**src/rtl/bin2bcd_if.sv**
```systemverilog
// Handshake and result bundle between a conversion controller and bin2bcd_seq.
// The controller drives start/bin; the converter returns busy/done/bcd.
interface bin2bcd_if #(
    parameter int W      = 8,
    parameter int DIGITS = 3
);
    logic                  start;
    logic [W-1:0]          bin;
    logic                  busy;
    logic                  done;
    logic [4*DIGITS-1:0]   bcd;

    modport master (
        output start,
        output bin,
        input  busy,
        input  done,
        input  bcd
    );

    modport slave (
        input  start,
        input  bin,
        output busy,
        output done,
        output bcd
    );
endinterface

```
**src/rtl/bin2bcd_seq.sv**
```systemverilog
// Sequential binary-to-BCD converter (shift-and-add-3), one input bit per clock.
// IDLE captures the operand on start, SHIFT runs W adjust+shift steps,
// DONE publishes the scratch digits to the registered bcd output.
module bin2bcd_seq #(
    parameter int W      = 8,
    parameter int DIGITS = 3
) (
    input  logic    clk,
    input  logic    rst,
    bin2bcd_if.slave bus
);
    localparam int SW = 4 * DIGITS;
    localparam int CW = $clog2(W) + 1;
    localparam logic [CW-1:0] LAST_CNT = CW'(W - 1);

    typedef enum logic [1:0] {
        S_IDLE  = 2'd0,
        S_SHIFT = 2'd1,
        S_DONE  = 2'd2
    } state_t;

    state_t         r_state;
    state_t         w_state_nxt;
    logic [W-1:0]   r_bin;
    logic [SW-1:0]  r_scratch;
    logic [SW-1:0]  r_bcd;
    logic [CW-1:0]  r_cnt;
    logic           r_busy;
    logic           r_done;

    logic           w_accept;
    logic           w_shift;
    logic           w_publish;
    logic           w_busy_nxt;
    logic [SW-1:0]  w_adj;
    logic [SW+W-1:0] w_cat;

    // Add 3 to every digit that is 5 or more, so the following doubling
    // carries correctly into the next decimal digit.
    function automatic logic [SW-1:0] add3_digits(input logic [SW-1:0] s);
        logic [SW-1:0] r;
        r = s;
        for (int i = 0; i < DIGITS; i++) begin
            if (s[4*i +: 4] >= 4'd5) begin
                r[4*i +: 4] = s[4*i +: 4] + 4'd3;
            end
        end
        return r;
    endfunction

    assign w_adj = add3_digits(r_scratch);
    assign w_cat = {w_adj, r_bin} << 1;

    // State register.
    always_ff @(posedge clk) begin
        if (rst) begin
            r_state <= S_IDLE;
        end else begin
            r_state <= w_state_nxt;
        end
    end

    // Next-state decode and per-state datapath strobes.
    always_comb begin
        w_state_nxt = r_state;
        w_accept    = 1'b0;
        w_shift     = 1'b0;
        w_publish   = 1'b0;
        case (r_state)
            S_IDLE: begin
                if (bus.start) begin
                    w_accept    = 1'b1;
                    w_state_nxt = S_SHIFT;
                end
            end
            S_SHIFT: begin
                w_shift = 1'b1;
                if (r_cnt == LAST_CNT) begin
                    w_state_nxt = S_DONE;
                end
            end
            S_DONE: begin
                w_publish   = 1'b1;
                w_state_nxt = S_IDLE;
            end
            default: begin
                w_state_nxt = S_IDLE;
            end
        endcase
        // busy covers the whole conversion including the cycle done is shown.
        w_busy_nxt = w_accept || (r_state != S_IDLE);
    end

    // Operand/scratch/counter datapath and registered outputs.
    always_ff @(posedge clk) begin
        if (rst) begin
            r_bin     <= '0;
            r_scratch <= '0;
            r_cnt     <= '0;
            r_bcd     <= '0;
            r_busy    <= 1'b0;
            r_done    <= 1'b0;
        end else begin
            r_busy <= w_busy_nxt;
            r_done <= w_publish;
            if (w_accept) begin
                r_bin     <= bus.bin;
                r_scratch <= '0;
                r_cnt     <= '0;
            end else if (w_shift) begin
                r_scratch <= w_cat[SW+W-1:W];
                r_bin     <= w_cat[W-1:0];
                r_cnt     <= r_cnt + 1'b1;
            end
            if (w_publish) begin
                r_bcd <= r_scratch;
            end
        end
    end

    assign bus.busy = r_busy;
    assign bus.done = r_done;
    assign bus.bcd  = r_bcd;
endmodule

```
**src/flat_wrapper.sv**
```systemverilog
// flat-port wrapper written by rule: the top's interface ports become plain ports
module bin2bcd_seq_flat 
#(
    parameter int W      = 8,
    parameter int DIGITS = 3
)
  (clk, rst, bus_start, bus_bin, bus_busy, bus_done, bus_bcd);
  bin2bcd_if #(.W(W), .DIGITS(DIGITS)) bus_i ();
  input  logic clk;
  input  logic rst;
  input wire logic [$bits(bus_i.start)-1:0] bus_start;
  input wire logic [$bits(bus_i.bin)-1:0] bus_bin;
  output wire logic [$bits(bus_i.busy)-1:0] bus_busy;
  output wire logic [$bits(bus_i.done)-1:0] bus_done;
  output wire logic [$bits(bus_i.bcd)-1:0] bus_bcd;
  assign bus_i.start = bus_start;
  assign bus_i.bin = bus_bin;
  assign bus_busy = bus_i.busy;
  assign bus_done = bus_i.done;
  assign bus_bcd = bus_i.bcd;
  bin2bcd_seq #(.W(W), .DIGITS(DIGITS)) u_core (.clk(clk), .rst(rst), .bus(bus_i));
endmodule
```
**config.mk**
```make
export PLATFORM = sky130hd
export DESIGN_NAME = bin2bcd_seq_flat
export DESIGN_NICKNAME = d
export VERILOG_FILES = /design/src/rtl/bin2bcd_if.sv /design/src/rtl/bin2bcd_seq.sv /design/src/flat_wrapper.sv
export SDC_FILE = /design/constraint.sdc
export NUM_CORES = 1
export LEC_CHECK = 0
export CAP_MARGIN = 10
export CORE_UTILIZATION = 50
export CTS_CLUSTER_SIZE = 28
export DETAILED_ROUTE_END_ITERATION = 12
export PLACE_DENSITY = 0.74
export SLEW_MARGIN = 25
export SYNTH_ARGS = -nofsm -noshare
export SYNTH_HDL_FRONTEND = slang
export SYNTH_SLANG_ARGS = --single-unit
```
**constraint.sdc**
```tcl
create_clock -name clk -period 2.1 [get_ports clk]
set_clock_uncertainty 0.2 [all_clocks]
set_input_delay 0.42 -clock clk [delete_from_list [all_inputs] [get_ports clk]]
set_output_delay 0.42 -clock clk [all_outputs]
set_load 0.05 [all_outputs]
```
==> flow_summary_export.csv <==
group,metric,value,unit
run_status,run_status,"complete, no violations",
route,num_vias,1484,
sta,rsz_0062_raised_after_global_routing,"no",
job,max-cap-violations,0,
setup_path,r2r_slack,0.16,ns
floorplan,top_ports,25,
setup_path,timing.rr.start,"u_core.r_scratch[0]$_SDFFE_PP0N_",
sta,hold_violations,0,
final_layout,layout.nets,244,
setup_path,arrival,2.01,ns
route,route.detailed.wl_per_inst,13.6,µm
hold_path,min_delay_path_depth,2,
final_layout,postLayoutCoreUtil,0.651,
hold_path,worst_hold_path_type,"flop to flop",
route,number_of_design_rule_violations_left_by_the_first_detailed_router_iteration,66,
setup_path,crit_required,2.18,ns
cts,htree_num_levels,2,
logic_synthesis,synth-async-reset-ratio,0,
logic_synthesis,post_synth_inst_count,202,
setup_path,reg2reg_to,"u_core.r_scratch[1]$_SDFFE_PP0N_",
logic_synthesis,post_synth_num_cell_types,34,
sta,relative_slew_slack,0.576,
logic_synthesis,synth.most_common_cell,"sky130_fd_sc_hd__dfxtp_1",
route,vias_cell,5.48,
cts,cts_buffer_depth,2,
final_layout,fill_cell_instance_count_of_the_final_layout,296,
final_layout,proportion_of_layout_cells_with_a_drive_suffix_above_1,0.119,
route,post_detailed_route_count_of_antenna_violating_nets,0,
power,power_density,652,nW/µm²
floorplan,die_width,60.7,µm
floorplan,die_height,60.7,µm
placed_design,io_buffers,24,
hold_path,worst_hold_path.endpoint,"u_core.bus.bcd[2]$_SDFFE_PP0P_",
setup_path,worst-path-max-fanout,5,
global_routing,grt_start_max_net_pins,26,
floorplan,initial_utilization,0.547,
cts,worstSkewPairLatency,0.34,ns
cts,ctsHoldBuffers,0,
setup_path,critical_path_class,"flop to flop",
sta,layout_worst_path_cycle_share,0.922,
global_routing,grt_pass1_wl,6110,µm
setup_path,crit_path_end_kind,"flop",
global_routing,grt-ovfl-total,0,
floorplan,die_area,3690,µm²
sta,worstMarginPinSlew,0.636,ns
logic_synthesis,synth_commonest_cells,"sky130_fd_sc_hd__dfxtp_1 (40), sky130_fd_sc_hd__nand2_1 (37), sky130_fd_sc_hd__a21oi_1 (31), sky130_fd_sc_hd__nor2_1 (12)",
cts,tritoncts.num_buffers,5,
route,drt-total-wl,3690,µm
cts,tritoncts,"done",
logic_synthesis,synth_enable_flop_cells,0,
sta,period_minus_slack,1.94,ns
final_layout,areaGrowthSynthToFinish,19.0,%
logic_synthesis,post_synth_instance_area,1720,µm²
floorplan,rows,20,
logic_synthesis,yosys_warnings,0,
power,leakage,0.815,nW
logic_synthesis,yosysTopAreaCellShare,0.464,
placed_design,post_dp_cell_area,1990,µm²
placed_design,dpl.hpwl,2580,µm
cts,cts_root_buf,"sky130_fd_sc_hd__clkbuf_4",
logic_synthesis,synth-main-ff-cell,"sky130_fd_sc_hd__dfxtp_1",
global_routing,grt_antenna_before_repair,0,
setup_path,timing.reg2reg.worst_path_depth,6,
sta,finalSetupTns,0,ns
logic_synthesis,syn-num-nets,220,
logic_synthesis,synth.top_cells.by_area,"sky130_fd_sc_hd__dfxtp_1 (46%), sky130_fd_sc_hd__a21oi_1 (9.0%), sky130_fd_sc_hd__nand2_1 (8.1%), sky130_fd_sc_hd__ha_1 (5.1%), sky130_fd_sc_hd__a22oi_1 (3.0%)",
final_layout,insertedDiodeCount,0,
logic_synthesis,synth.yosys.seq_area_share,0.464,
sta,maxClockFrequency,516,MHz
power,irDropWorstVdd,0.439,mV
sta,report.final.setup_viol,0,
route,drcViolationCount,0,
logic_synthesis,yosys_register_bits,40,
global_routing,via_count_of_the_first_global_routing_pass,1438,
cts,clock_sinks,40,
global_routing,grt_usage,0.225,
floorplan,placeableCoreArea,3150,µm²
logic_synthesis,avgSynthCellArea,8.54,µm²
sta,report.final.slew_viol_count,0,
hold_path,worst_hold_startpoint,"u_core.bus.bcd[2]$_SDFFE_PP0P_",
placed_design,finalWeightedCongestion,0.719,
cts,clkSlewWorstSetupHoldPaths,0.12,ns
setup_path,setup.worst_path.start_class,"flop",
logic_synthesis,yosys.area.top_type,"sky130_fd_sc_hd__dfxtp_1",
final_layout,finalInstanceArea,2050,µm²
route,drt_pre_antenna_iters,4,
[flip-flops by register name, summed over array words and instances (netlist names)]
signal and count:
u_core.bus.done 1, u_core.r_state 2, u_core.bus.bcd 12, u_core.r_scratch 12
u_core.bus.busy 1, u_core.r_bin 8, u_core.r_cnt 4
[cell families after synthesis]
group | count (synthesis) | synth area share
AOI/OAI and AO/OA | 57 | 0.204
xor gates and xnor gates | 3 | 0.0152
adders and majority gates | 7 | 0.0508
buffers and inverters | 19 | 0.0508
DFF | 40 | 0.464
muxes | 4 | 0.0232
and+or+nand+nor | 72 | 0.192
[stage by stage]
stage	total power [mW]	setup slack (ns)	hold slack [ns]	instances
6_report	1.34	0.163	0.262	271
5_1_grt	1.39	0.0536	0.282	271
4_1_cts	1.34	0.00564	0.264	271
3_5_place_dp	0.945	0.101	0.248	263
3_3_place_gp	0.939	0.118	0.242	263
2_1_floorplan	0.895	0.426	0.232	202
[layout make-up]
| cell class | count | area (µm²) | share of cell area |
|---|---|---|---|
| flip-flops and latches | 40 | 801 | 0.390 |
| clock buffers | 6 | 51.3 | 0.0250 |
| clock inverters | 2 | 10.0 | 0.00488 |
| well taps | 44 | 55.1 | 0.0268 |
| multi-input cells | 143 | 836 | 0.407 |
| repair buffers | 30 | 277 | 0.135 |
| inverters | 6 | 22.5 | 0.0110 |
[cells in the final DEF, fill, tap and decap left out, types with 3 or more instances in the layout]
master and instances:
sky130_fd_sc_hd__mux2i_1 4, sky130_fd_sc_hd__dfxtp_1 40, sky130_fd_sc_hd__dlygate4sd2_1 3, sky130_fd_sc_hd__nand3_1 3, sky130_fd_sc_hd__clkdlybuf4s50_1 10, sky130_fd_sc_hd__o21ai_0 5
sky130_fd_sc_hd__nor2_1 12, sky130_fd_sc_hd__clkbuf_4 5, sky130_fd_sc_hd__ha_1 7, sky130_fd_sc_hd__a21oi_1 31, sky130_fd_sc_hd__a22oi_1 7, sky130_fd_sc_hd__nor3_1 5
sky130_fd_sc_hd__inv_1 6, sky130_fd_sc_hd__a22o_1 3, sky130_fd_sc_hd__nand2b_1 4, sky130_fd_sc_hd__nand2_1 37, sky130_fd_sc_hd__buf_4 14, sky130_fd_sc_hd__a211oi_1 4
[critical path, cell delays in order (launching register included)]
cell	delay (ns)
sky130_fd_sc_hd__dfxtp_1	0.36
sky130_fd_sc_hd__inv_1	0.14
sky130_fd_sc_hd__ha_1	0.23
sky130_fd_sc_hd__or2b_1	0.30
sky130_fd_sc_hd__a2111oi_2	0.40
sky130_fd_sc_hd__a41oi_1	0.09
sky130_fd_sc_hd__a21oi_1	0.16
[metal layers]
| layer | up-vias | global-route usage | wire length, µm |
|---|---|---|---|
| met4 | 0 | 0.0877 | 59 |
| li1 | 746 | - | - |
| met2 | 44 | 0.392 | 1840 |
| met1 | 684 | 0.270 | 1600 |
| met5 | - | 0 | 0 |
| met3 | 10 | 0.0512 | 188 |
[worst max path at each step]
stage / startpoint / end / slack [ns] / cells past startpoint
final: u_core.r_scratch[0]$_SDFFE_PP0N_ / u_core.r_scratch[1]$_SDFFE_PP0N_ / 0.16 / 6
after CTS: u_core.bus.done$_SDFF_PP0_ / bus_done / 0.006 / 1
after floorplan: u_core.r_scratch[0]$_SDFFE_PP0N_ / u_core.r_scratch[1]$_SDFFE_PP0N_ / 0.43 / 6
after global routing: u_core.r_scratch[0]$_SDFFE_PP0N_ / u_core.r_scratch[1]$_SDFFE_PP0N_ / 0.05 / 6
after global placement: rst / u_core.r_scratch[8]$_SDFFE_PP0N_ / 0.12 / 3
after detailed placement: bus_start / u_core.r_bin[5]$_SDFFE_PP0P_ / 0.10 / 6
[power breakdown]
part           total [mW]  internal [mW]  switching, mW
logic               0.139         0.0597         0.0797
registers           0.790          0.777         0.0134
clock network       0.407          0.160          0.248
total                1.34          0.996          0.341
[what timing repair did]
action / CTS / global route
buffers inserted: 0 / 0
resized for setup: 3 / 2
gates cloned: 0 / 0
endpoints found under the setup margin: 3 / 2
No activity file was read; power rests on OpenSTA's default activity.
